## config.mk

```make
export PLATFORM = sky130hd
export DESIGN_NAME = clear_redraw_flat
export DESIGN_NICKNAME = d
export VERILOG_FILES = /design/src/rtl/clear_redraw_if.sv /design/src/rtl/clear_redraw.sv /design/src/flat_wrapper.sv
export SDC_FILE = /design/constraint.sdc
export NUM_CORES = 1
export LEC_CHECK = 0
export CAP_MARGIN = 5
export CORE_AREA = 2 2 117 119
export DETAILED_ROUTE_END_ITERATION = 7
export DIE_AREA = 0 0 119 121
export HOLD_SLACK_MARGIN = 0.12
export SYNTH_ARGS = -nofsm -noshare
export SYNTH_HDL_FRONTEND = slang
export SYNTH_SLANG_ARGS = --single-unit
```

## constraint.sdc

```tcl
create_clock -name clka -period 7.5 [get_ports clka]
set_clock_uncertainty 0.1 [all_clocks]
set_input_delay 0.75 -clock clka [delete_from_list [all_inputs] [get_ports clka]]
set_output_delay 0.75 -clock clka [all_outputs]
set_load 0.02 [all_outputs]
```

## src/rtl/clear_redraw_if.sv

```systemverilog
// clear_redraw_if
//   Command/board bus between the top-level game FSM and the clear_redraw
//   datapath.
//   state      : 3-bit command code (4 LOAD, 1 CLEAR, 2 SPAWN, others hold)
//   board_in   : 32-bit board presented for LOAD
//   curr_piece : 2-bit piece type presented for SPAWN
//   board_out  : registered playfield (row r = bits [4r+3:4r], row 0 bottom)
//   error      : registered sticky game-over flag
interface clear_redraw_if;
  logic [2:0]  state;
  logic [31:0] board_in;
  logic [1:0]  curr_piece;
  logic [31:0] board_out;
  logic        error;

  // Game FSM side: issues commands, observes the board.
  modport master (
    output state,
    output board_in,
    output curr_piece,
    input  board_out,
    input  error
  );

  // Datapath side.
  modport slave (
    input  state,
    input  board_in,
    input  curr_piece,
    output board_out,
    output error
  );
endinterface

```

## src/rtl/clear_redraw.sv

```systemverilog
// clear_redraw
//   Line-clear and piece-spawn datapath for the Tetris core. Holds an
//   8-row x 4-column playfield packed into 32 bits and applies one command
//   per clka cycle with single-cycle latency.
// Ports:
//   clka    : system clock, all state updates on its rising edge
//   clkb    : kept only for harness port compatibility, not used
//   restart : synchronous active-high reset (board and error cleared)
//   bus     : clear_redraw_if.slave (state, board_in, curr_piece in;
//             board_out, error out)
module clear_redraw (
  input  logic           clka,
  input  logic           clkb,
  input  logic           restart,
  clear_redraw_if.slave  bus
);

  localparam logic [2:0] CMD_CLEAR = 3'd1;
  localparam logic [2:0] CMD_SPAWN = 3'd2;
  localparam logic [2:0] CMD_LOAD  = 3'd4;

  localparam int ROWS = 8;

  logic [31:0] board_q;
  logic        error_q;

  logic [31:0] cleared;
  logic [31:0] spawn_mask;
  logic        collide;
  logic [31:0] board_d;
  logic        error_d;

  // clkb deliberately drives nothing.
  logic unused_clkb;
  assign unused_clkb = clkb;

  // Row compaction: walk rows bottom-up and copy every non-full row into
  // the next free slot from row 0. Slots never written remain zero, which
  // gives the empty rows that drop in at the top.
  always_comb begin
    logic [2:0] slot;
    cleared = '0;
    slot    = '0;
    for (int r = 0; r < ROWS; r++) begin
      if (board_q[4*r +: 4] != 4'hF) begin
        cleared[{slot, 2'b00} +: 4] = board_q[4*r +: 4];
        slot = slot + 3'd1;
      end
    end
  end

  // Spawn shapes occupy rows 7 and 6 only.
  always_comb begin
    spawn_mask = '0;
    case (bus.curr_piece)
      2'd0:    spawn_mask = 32'h6600_0000;  // O
      2'd1:    spawn_mask = 32'hF000_0000;  // I
      2'd2:    spawn_mask = 32'h6300_0000;  // S
      default: spawn_mask = 32'h7200_0000;  // T
    endcase
  end

  assign collide = |(board_q & spawn_mask);

  // Once error is set, only LOAD (or restart) may change the board.
  always_comb begin
    board_d = board_q;
    error_d = error_q;
    case (bus.state)
      CMD_LOAD: begin
        board_d = bus.board_in;
      end
      CMD_CLEAR: begin
        if (!error_q) begin
          board_d = cleared;
        end
      end
      CMD_SPAWN: begin
        if (!error_q) begin
          if (collide) begin
            error_d = 1'b1;
          end else begin
            board_d = board_q | spawn_mask;
          end
        end
      end
      default: begin
      end
    endcase
  end

  always_ff @(posedge clka) begin
    if (restart) begin
      board_q <= '0;
      error_q <= 1'b0;
    end else begin
      board_q <= board_d;
      error_q <= error_d;
    end
  end

  assign bus.board_out = board_q;
  assign bus.error     = error_q;

endmodule

```

## src/flat_wrapper.sv

```systemverilog
// flat-port wrapper written by rule: the top's interface ports become plain ports
module clear_redraw_flat 
  (clka, clkb, restart, bus_state, bus_board_in, bus_curr_piece, bus_board_out, bus_error);
  clear_redraw_if bus_i ();
  input  logic clka;
  input  logic clkb;
  input  logic restart;
  input wire logic [$bits(bus_i.state)-1:0] bus_state;
  input wire logic [$bits(bus_i.board_in)-1:0] bus_board_in;
  input wire logic [$bits(bus_i.curr_piece)-1:0] bus_curr_piece;
  output wire logic [$bits(bus_i.board_out)-1:0] bus_board_out;
  output wire logic [$bits(bus_i.error)-1:0] bus_error;
  assign bus_i.state = bus_state;
  assign bus_i.board_in = bus_board_in;
  assign bus_i.curr_piece = bus_curr_piece;
  assign bus_board_out = bus_i.board_out;
  assign bus_error = bus_i.error;
  clear_redraw u_core (.clka(clka), .clkb(clkb), .restart(restart), .bus(bus_i));
endmodule
```

== Word level (Yosys, flattened, before mapping) ==
Cells that the tools add are included.
W data, S select, Z words.

* Add/sub/neg operators: 13
* Equal/unequal tests: 16
* Shift operators: 14
* Mux-type cells: 29
* Bitwise gates (word level): 2
* Reductions and logical operators: 4

{| class="wikitable"
|+ Operators with widths
! kind !! count
|-
| $mux W32 || 10
|-
| $bwmux W32 || 7
|-
| $shift A4 B7 Y32 const A || 7
|-
| $shiftx A4 B7 Y32 || 7
|-
| $pmux W32 S3 || 2
|-
| $neg A5 Y7 || 6
|-
| $and A32 B32 Y32 || 1
|-
| $ne A4 B4 Y1 const B || 8
|-
| $or A32 B32 Y32 || 1
|-
| $reduce_or A32 Y1 || 1
|-
| $mux W3 || 6
|-
| $add A3 B1 Y3 const B || 5
|-
| $neg A3 Y7 || 1
|-
| $ne A2 B2 Y1 const B || 3
|-
| $mux W4 || 1
|-
| $reduce_and A4 Y1 || 1
|-
| $eq A3 B1 Y1 const B || 1
|-
| $eq A3 B2 Y1 const B || 1
|-
| $eq A3 B3 Y1 const B || 1
|-
| $mux W1 || 3
|-
| $reduce_bool A3 Y1 || 1
|-
| $add A1 B1 Y2 const B || 1
|-
| $eq A2 B1 Y1 const B || 1
|-
| $eq A2 B2 Y1 const B || 1
|-
| $logic_not A2 Y1 || 1
|}

* Bits in registers: 33
* Output and inout port bits: 33
* Logic and storage cells: 80

== Logic depth before layout (Yosys ltp) ==
Gate-level depths: netlist of the first run.

* Depth after elaboration: 20
* Gate-level depth with buffers: 26

== Worst setup path after synthesis of the first run ==
Ideal clock, no wire load.

* Path type: register -> register
* Start point: register u_core.board_q[11], in the netlist u_core.bus.board_out[11]
* End point: register u_core.board_q[31], in the netlist u_core.bus.board_out[31]
* Setup time: 0.086 ns
* Arrival: 6.132 ns
* Data required time: 7.314 ns
* Slack: 1.182 ns
* Stages on the path, launching flop included: 25
* Clock period less this slack: 6.318 ns
* Cells stage by stage: dfxtp_1 and4_1 buf_2 clkinv_1 fa_1 clkinv_1 xnor2_1 inv_2 ha_1 nand2_1 o21ai_2 ha_1 nor2_1 a21oi_1 ha_1 clkbuf_1 mux2i_1 ha_1 ha_1 nand2b_1 or4_1 buf_2 mux2i_1 o211a_1 a211oi_1

* Longest elaborated chain between the ends: 16
* Elaborated cells between the ends (all ways): 44
* Classes of those cells: add/sub: 9; eq/ne: 2; shift: 11; mux: 19; bitwise: 1; reduce/logical: 2

{| class="wikitable"
|+ Ends and longest elaborated chain
! item !! line !! RTL
|-
| start: declaration || clear_redraw.sv:24 || <nowiki>logic [31:0] board_q;</nowiki>
|-
| start signal: assignment || clear_redraw.sv:97 || <nowiki>board_q <= board_d;</nowiki>
|-
| $ne A4 B4 Y1 || clear_redraw.sv:45 || <nowiki>if (board_q[4*r +: 4] != 4'hF) begin</nowiki>
|-
| $mux W3 || clear_redraw.sv:45 ||
|-
| $add A3 B1 Y3 or $neg A5 Y7 (tied branches) || clear_redraw.sv:47, clear_redraw.sv:46 ||
|-
| $mux W3, or another cell as far along || clear_redraw.sv:45 ||
|-
| $add A3 B1 Y3, or another cell as far along || clear_redraw.sv:47 || <nowiki>slot = slot + 3'd1;</nowiki>
|-
| $mux W3, or another cell as far along || clear_redraw.sv:45 ||
|-
| $add A3 B1 Y3, or another cell as far along || clear_redraw.sv:47 ||
|-
| $mux W3, or another cell as far along || clear_redraw.sv:45 ||
|-
| $add A3 B1 Y3, or another cell as far along || clear_redraw.sv:47 ||
|-
| $mux W3, or another cell as far along || clear_redraw.sv:45 ||
|-
| $neg A5 Y7 or $bwmux W32 (tied branches) || clear_redraw.sv:46 || <nowiki>cleared[{slot, 2'b00} +: 4] = board_q[4*r +: 4];</nowiki>
|-
| $shiftx A4 B7 Y32, or another cell as far along || clear_redraw.sv:46 ||
|-
| $bwmux W32 || clear_redraw.sv:46 ||
|-
| $mux W32 || clear_redraw.sv:45 ||
|-
| $mux W32 || clear_redraw.sv:74 || <nowiki>if (!error_q) begin</nowiki>
|-
| $pmux W32 S3 || clear_redraw.sv:69 || <nowiki>case (bus.state)</nowiki>
|}

Parallel ways exist; a longest one is shown, timed or not. The select of a mux whose other input is x is not followed.
A chain may end at the register's enable or synchronous reset.

== Worst setup path in the final report of the first run ==
* Start point: register u_core.board_q[11], in the netlist u_core.bus.board_out[11]
* End point: register u_core.board_q[11], in the netlist u_core.bus.board_out[11]

The elaborated chain is that of the path after synthesis.

==> reports/metrics.yaml, run 1 <==
status: "completed"
synthAdderAreaFrac_pct: 5.90
slew_violations: 0
area_growth_pct: 21.0
crit_type: "flop to flop"
dp_hpwl_um: 14900
synth_cell_type_count: 79
async_flop_share_pct: 0
routed_wl_um: 19500
wl_per_cell_um: 22.2
crit_fanout: 12
syn_inst: 659
synth_top_area_share_pct: 13.8
synth_simple_gate_area_share_pct: 26.0
htreeDepth: 2
syn_area_um2: 4790
hold_viol_final: 0
synth_fp_nets: 721
holdBufCountCts: 0
mostFrequentLayoutCell: "clkdlybuf4s50_1"
vdd_drop_max_mv: 0.0969
synth_xor_area_share_pct: 2.48
ys.flop_type: "dfxtp_1"
drt.antenna.violating_nets: 0
p_per_area_nw_per_um2: 115
post-cts-setup-buffers: 0
nFillCells: 1312
cts_sinks: 33
hp-class: "flop to flop"
nNetsFinal: 764
start_kind: "flop"
ys_ff_latch: 33
clk_latency_ns: 0.29
antennaDiodeCount: 0
seqCellArea_um2: 661
grt_pass1_vias: 5394
crit_path_frequent_cell: "ha_1"
synthMuxAreaShare_pct: 8.64
viasPerCell: 6.44
io_pins: 73
crit_required_ns: 7.61
synth_top_family_by_area: "compound AO/OA/AOI/OAI gates"
synth_warnings: 0
p_leak_nw: 2.12
antenna_found_initial: 0
yosysTopAreaCell: "dfxtp_1"
crit_buf_inv: 2
grt_first_pass_wirelength_um: 30100
multi_input_area_um2: 3770
die_w_um: 119
rsz0062_at_grt: "no"
drtIter0Drc: 623
clock.fmax_mhz: 144
clk_pin_slew_ns: 0.05
gp_congestion: 1.02
synth_edf_count: 0
row_count: 42
worstPathArrival_ns: 7.05
final_cell_mix: "clkdlybuf4s50_1 (71), nor2_1 (67), nand2_1 (48)"
finish.utilization_pct: 44.3
synth_compound_area_share_pct: 35.7
clock_path_buffers: 2
avgSynthCellArea_um2: 7.27
die_h_um: 121
synth_area_leaders: "dfxtp_1 (14%), mux2i_1 (6.1%), ha_1 (5.5%)"
grt_use_total_pct: 26.5
synth_seq_area_share_pct: 13.8
drive_above_1_share_pct: 7.68
cp_top_family: "adder cells"
setup_viol: 0
vias: 5661
drc: 0
port_buffers: 71
critPathMaxStageDelay_ns: 0.90
timing.final.crit_share_pct: 92.5
r2r_slack_ns: 0.56
cts-root-buf: "clkbuf_16"
grt_overflow: 0
maxCapViolations: 0
relSlewSlack_pct: 39.1
finalSetupTns_ns: 0
grt_start_max_net_pins: 40
timing.critical_path.to_type: "flop"
initial_core_util_pct: 36.6
worstMarginPinSlew_ns: 0.914
cts_made_buffers: 5
crit_slowest_cell: "fa_1"
cp_cell_sequence: "and4_1, clkinv_1, fa_1, ha_1, nor2_1, nor2_1, ha_1, nand2_1, o21ai_2, ha_1, a211o_1, a211o_1, and2_1, ha_1, a41oi_1, buf_4, nand3_1, or3_1, a2bb2oi_1, nor4_1, a21oi_1, o21ai_0"
first_pass_iters: 5
cts-resized-gates: 0
cts_tree: "built"
dieArea_um2: 14400
coreArea_um2: 13100
layout_min_cycle_time_ns: 6.94
## worst paths after layout
check,start,to,cells after the start
max,u_core.bus.board_out[11],u_core.bus.board_out[11],22
max reg2reg,u_core.bus.board_out[11],u_core.bus.board_out[11],22
min,u_core.bus.error,u_core.bus.error,2
min reg2reg,u_core.bus.error,u_core.bus.error,2
## report_power, final
| part | switching, mW | internal (mW) | total [mW] |
|---|---|---|---|
| sequential | 0.0389 | 0.189 | 0.228 |
| clock | 0.0853 | 0.166 | 0.252 |
| combinational | 0.102 | 0.0884 | 0.190 |
## sequential cells by signal, indices dropped and copies added, names as in the netlist
register and flops:
u_core.bus.error 1, u_core.bus.board_out 32
## cells by family after synthesis
group | after synthesis
fa+ha+maj | 22
compound gates | 232
simple gates | 239
mux | 40
flops | 33
xor+xnor | 6
buf+inv | 87
## layout make-up
class | count | share of cell area (%)
Inverter | 33 | 2.14
Tap cell | 176 | 3.80
Sequential cell | 33 | 11.4
Multi-Input combinational cell | 539 | 65.0
Clock buffer | 7 | 2.46
Timing Repair Buffer | 90 | 14.7
Clock inverter | 1 | 0.518
## Yosys cell counts, types with 4 or more instances
library cell / instances
buf_2: 13
a22oi_1: 7
or3_1: 9
nand3b_1: 5
a22o_1: 5
o2bb2ai_1: 6
a21o_1: 6
dfxtp_1: 33
a31oi_1: 4
a32o_1: 8
a211oi_1: 33
a221oi_1: 11
inv_1: 28
nand4_1: 12
a21oi_1: 46
a211o_1: 12
nor2_1: 67
nor4_1: 5
buf_4: 5
clkbuf_1: 33
clkinv_1: 4
mux2_2: 11
nor2b_1: 4
o21ai_0: 17
nand3_1: 19
nor3_1: 27
and3_1: 5
ha_1: 21
o31a_1: 8
o211ai_1: 21
nand2b_1: 5
and4_1: 6
a32oi_1: 8
and2_1: 7
nand2_1: 48
or2_2: 4
o31ai_1: 7
mux2i_1: 29
## tightest hold or removal path: cells and delay by family (launching register included)
| kind | cells | cell delay (ns) |
|---|---|---|
| flops | 1 | 0.33 |
| simple gates | 1 | 0.10 |
| compound gates | 1 | 0.05 |
## per-stage QoR
| stage | instance area (um2) | total power [mW] | std cells | hold WS (ns) | setup WS [ns] |
|---|---|---|---|---|---|
| CTS | 5800 | 0.664 | 879 | 0.434 | 0.613 |
| floorplan | 4790 | 0.327 | 659 | 0.484 | 1.18 |
| finish | 5800 | 0.669 | 879 | 0.433 | 0.561 |
| global route | 5800 | 0.690 | 879 | 0.461 | 0.230 |
| detailed placement | 5630 | 0.415 | 871 | 0.422 | 0.646 |
| global placement | 5630 | 0.415 | 871 | 0.415 | 0.785 |
## per-layer routing
| metal | track usage (%) | vias up | part of all wire, % |
|---|---|---|---|
| met4 | 9.15 | 0 | 2.8 |
| met1 | 35.7 | 2686 | 43 |
| met2 | 43.8 | 298 | 46 |
| li1 | - | 2629 | - |
| met3 | 3.29 | 48 | 7.6 |
| met5 | 0 | - | 0 |
(Power assumes the default switching activity.)
==> run 2: changes to the inputs <==
- CAP_MARGIN: 5 -> unset
- CORE_AREA: 2 2 117 119 -> 2 2 140 101
- DIE_AREA: 0 0 119 121 -> 0 0 142 103
- SKIP_CTS_REPAIR_TIMING: unset -> 1
==> reports/metrics.yaml, run 2 (synthesized netlist as in run 1, its figures left out) <==
clk_pin_slew_ns: 0.06  # was 0.05 ns
die_h_um: 103  # was 121 um
antenna_found_initial: 0  # unchanged
nFillCells: 1364  # was 1312
place_ws_ns: 0.721  # was 0.646 ns
crit_path_frequent_cell: "ha_1"  # unchanged
wl_per_cell_um: 22.0  # was 22.2 um
initial_core_util_pct: 35.6  # was 36.6%
grt_start_max_net_pins: 40  # unchanged
vias: 5683  # was 5661
crit_required_ns: 7.60  # was 7.61 ns
crit_slowest_cell: "fa_1"  # unchanged
start_kind: "flop"  # unchanged
final_cell_mix: "clkdlybuf4s50_1 (71), nor2_1 (67), nand2_1 (48)"  # unchanged
vdd_drop_max_mv: 0.130  # was 0.0969 mV
rsz0062_at_grt: "no"  # unchanged
die_w_um: 142  # was 119 um
drc: 0  # unchanged
drt.antenna.violating_nets: 0  # unchanged
row_count: 36  # was 42
hold_viol_final: 0  # unchanged
port_buffers: 71  # unchanged
htreeDepth: 2  # unchanged
antennaDiodeCount: 0  # unchanged
viasPerCell: 6.52  # was 6.44
relSlewSlack_pct: 34.9  # was 39.1%
cts_tree: "built"  # unchanged
grt_use_total_pct: 25.6  # was 26.5%
dieArea_um2: 14600  # was 14400 um2
grt_pass1_vias: 4947  # was 5394
slew_violations: 0  # unchanged
status: "completed"  # unchanged
gp_congestion: 1.02  # about the same
p_leak_nw: 2.10  # was 2.12 nW
worstPathArrival_ns: 7.03  # was 7.05 ns
drive_above_1_share_pct: 7.56  # was 7.68%
grt_first_pass_wirelength_um: 28900  # was 30100 um
finalSetupTns_ns: 0  # unchanged
clk_latency_ns: 0.29  # about the same
clock_path_buffers: 2  # unchanged
cts-root-buf: "clkbuf_16"  # unchanged
dp_hpwl_um: 14800  # was 14900 um
area_growth_pct: 20.0  # was 21.0%
layout_min_cycle_time_ns: 6.93  # was 6.94 ns
grt_overflow: 0  # unchanged
cts_sinks: 33  # unchanged
crit_fanout: 12  # unchanged
maxCapViolations: 0  # unchanged
first_pass_iters: 6  # was 5
hp-class: "flop to flop"  # unchanged
largest_reg_flops: 32  # unchanged
mostFrequentLayoutCell: "clkdlybuf4s50_1"  # unchanged
p_per_area_nw_per_um2: 108  # was 115 nW/um2
timing.critical_path.to_type: "flop"  # unchanged
setup_viol: 0  # unchanged
crit_buf_inv: 2  # unchanged
routed_wl_um: 19200  # was 19500 um
seq_power_share_pct: 37.2  # was 34.0%
fin_ws_ns: 0.569  # was 0.561 ns
p_clk_share_pct: 33.0  # was 37.6%
clock.fmax_mhz: 144  # about the same
coreArea_um2: 13500  # was 13100 um2
timing.final.crit_share_pct: 92.4  # was 92.5%
switching_share_pct: 35.7  # was 33.8%
p_int_uw: 398  # was 443 uW
multi_input_area_um2: 3770  # unchanged
crit_type: "flop to flop"  # unchanged
critPathMaxStageDelay_ns: 0.93  # was 0.90 ns
io_pins: 73  # unchanged
cp_top_family: "adder cells"  # unchanged
cp_cell_sequence: "and4_1, clkinv_1, fa_1, ha_1, nor2_1, nor2_1, ha_1, nand2_1, o21ai_2, ha_1, nor2_1, a21oi_1, ha_1, mux2i_1, ha_1, ha_1, nand2b_1, nor3b_1, buf_4, a211oi_1, a21oi_1, a211oi_1"  # was and4_1, clkinv_1, fa_1, ha_1, nor2_1, nor2_1, ha_1, nand2_1, o21ai_2, ha_1, a211o_1, a211o_1, and2_1, ha_1, a41oi_1, buf_4, nand3_1, or3_1, a2bb2oi_1, nor4_1, a21oi_1, o21ai_0
worstMarginPinSlew_ns: 0.977  # was 0.914 ns
share_comb_of_total_power_pct: 29.8  # was 28.4%
nNetsFinal: 762  # was 764
cts_made_buffers: 5  # unchanged
switching_power_uw: 221  # was 226 uW
drtIter0Drc: 682  # was 623
seqCellArea_um2: 661  # unchanged
-- run 2: cell types whose count changed in the layout (fill, tap and decap cells not counted), sizes merged --
cell,before,now
bufinv,1,0
clkinv,4,6
buf,19,17
clkbuf,7,5
clkinvlp,0,1
-- run 2: area by class of cell --
class,count,area share (%)
multi-input combinational,539,65.6
timing repair buffer,88,14.6
sequential,33,11.5
tap,171,3.72
clock buffer,5,2.18
inverter,33,2.15
clock inverter,3,0.305
-- run 2: path summary, 6_finish.rpt --
kind                            start                 endpoint  slack, ns  depth (start not counted)
max          u_core.bus.board_out[11]  u_core.bus.board_out[1]       0.57                         22
min                  u_core.bus.error         u_core.bus.error       0.44                          2
max reg2reg  u_core.bus.board_out[11]  u_core.bus.board_out[1]       0.57                         22
min reg2reg          u_core.bus.error         u_core.bus.error       0.44                          2
-- run 2: per-stage QoR --
stage | util [%] | instances | hold WS (ns) | instance area (um2) | total power [mW]
finish | 42.7 | 872 | 0.444 | 5750 | 0.619
global route | 42.7 | 872 | 0.464 | 5750 | 0.644
CTS | 42.7 | 872 | 0.444 | 5750 | 0.615
detailed placement | 41.6 | 864 | 0.437 | 5610 | 0.412
global placement | 41.6 | 864 | 0.419 | 5610 | 0.411
floorplan | - | 659 | 0.484 | 4790 | 0.327
-- run 2: tightest hold or removal path, cell delays in order (launching register included) --
cell,delay (ns)
dfxtp_1,0.33
nor2_1,0.11
a311oi_1,0.06
-- run 2: per-layer routing --
metal  wire length [um]  global-route usage, %  up-vias
li1                   -                      -     2630
met1               9150                   39.0     2714
met2               7840                   36.2      316
met3               1960                   5.99       23
met4                217                   4.77        0
met5                  0                      0        -
-- run 2: power groups by stage --
| stage | clock network [mW] | registers [mW] | logic [mW] |
|---|---|---|---|
| 3_3_place_gp | 0 | 0.231 | 0.180 |
| 5_1_grt | 0.213 | 0.232 | 0.199 |
| 4_1_cts | 0.205 | 0.228 | 0.182 |
| 2_1_floorplan | 0 | 0.219 | 0.108 |
| 6_report | 0.204 | 0.230 | 0.184 |
| 3_5_place_dp | 0 | 0.232 | 0.181 |
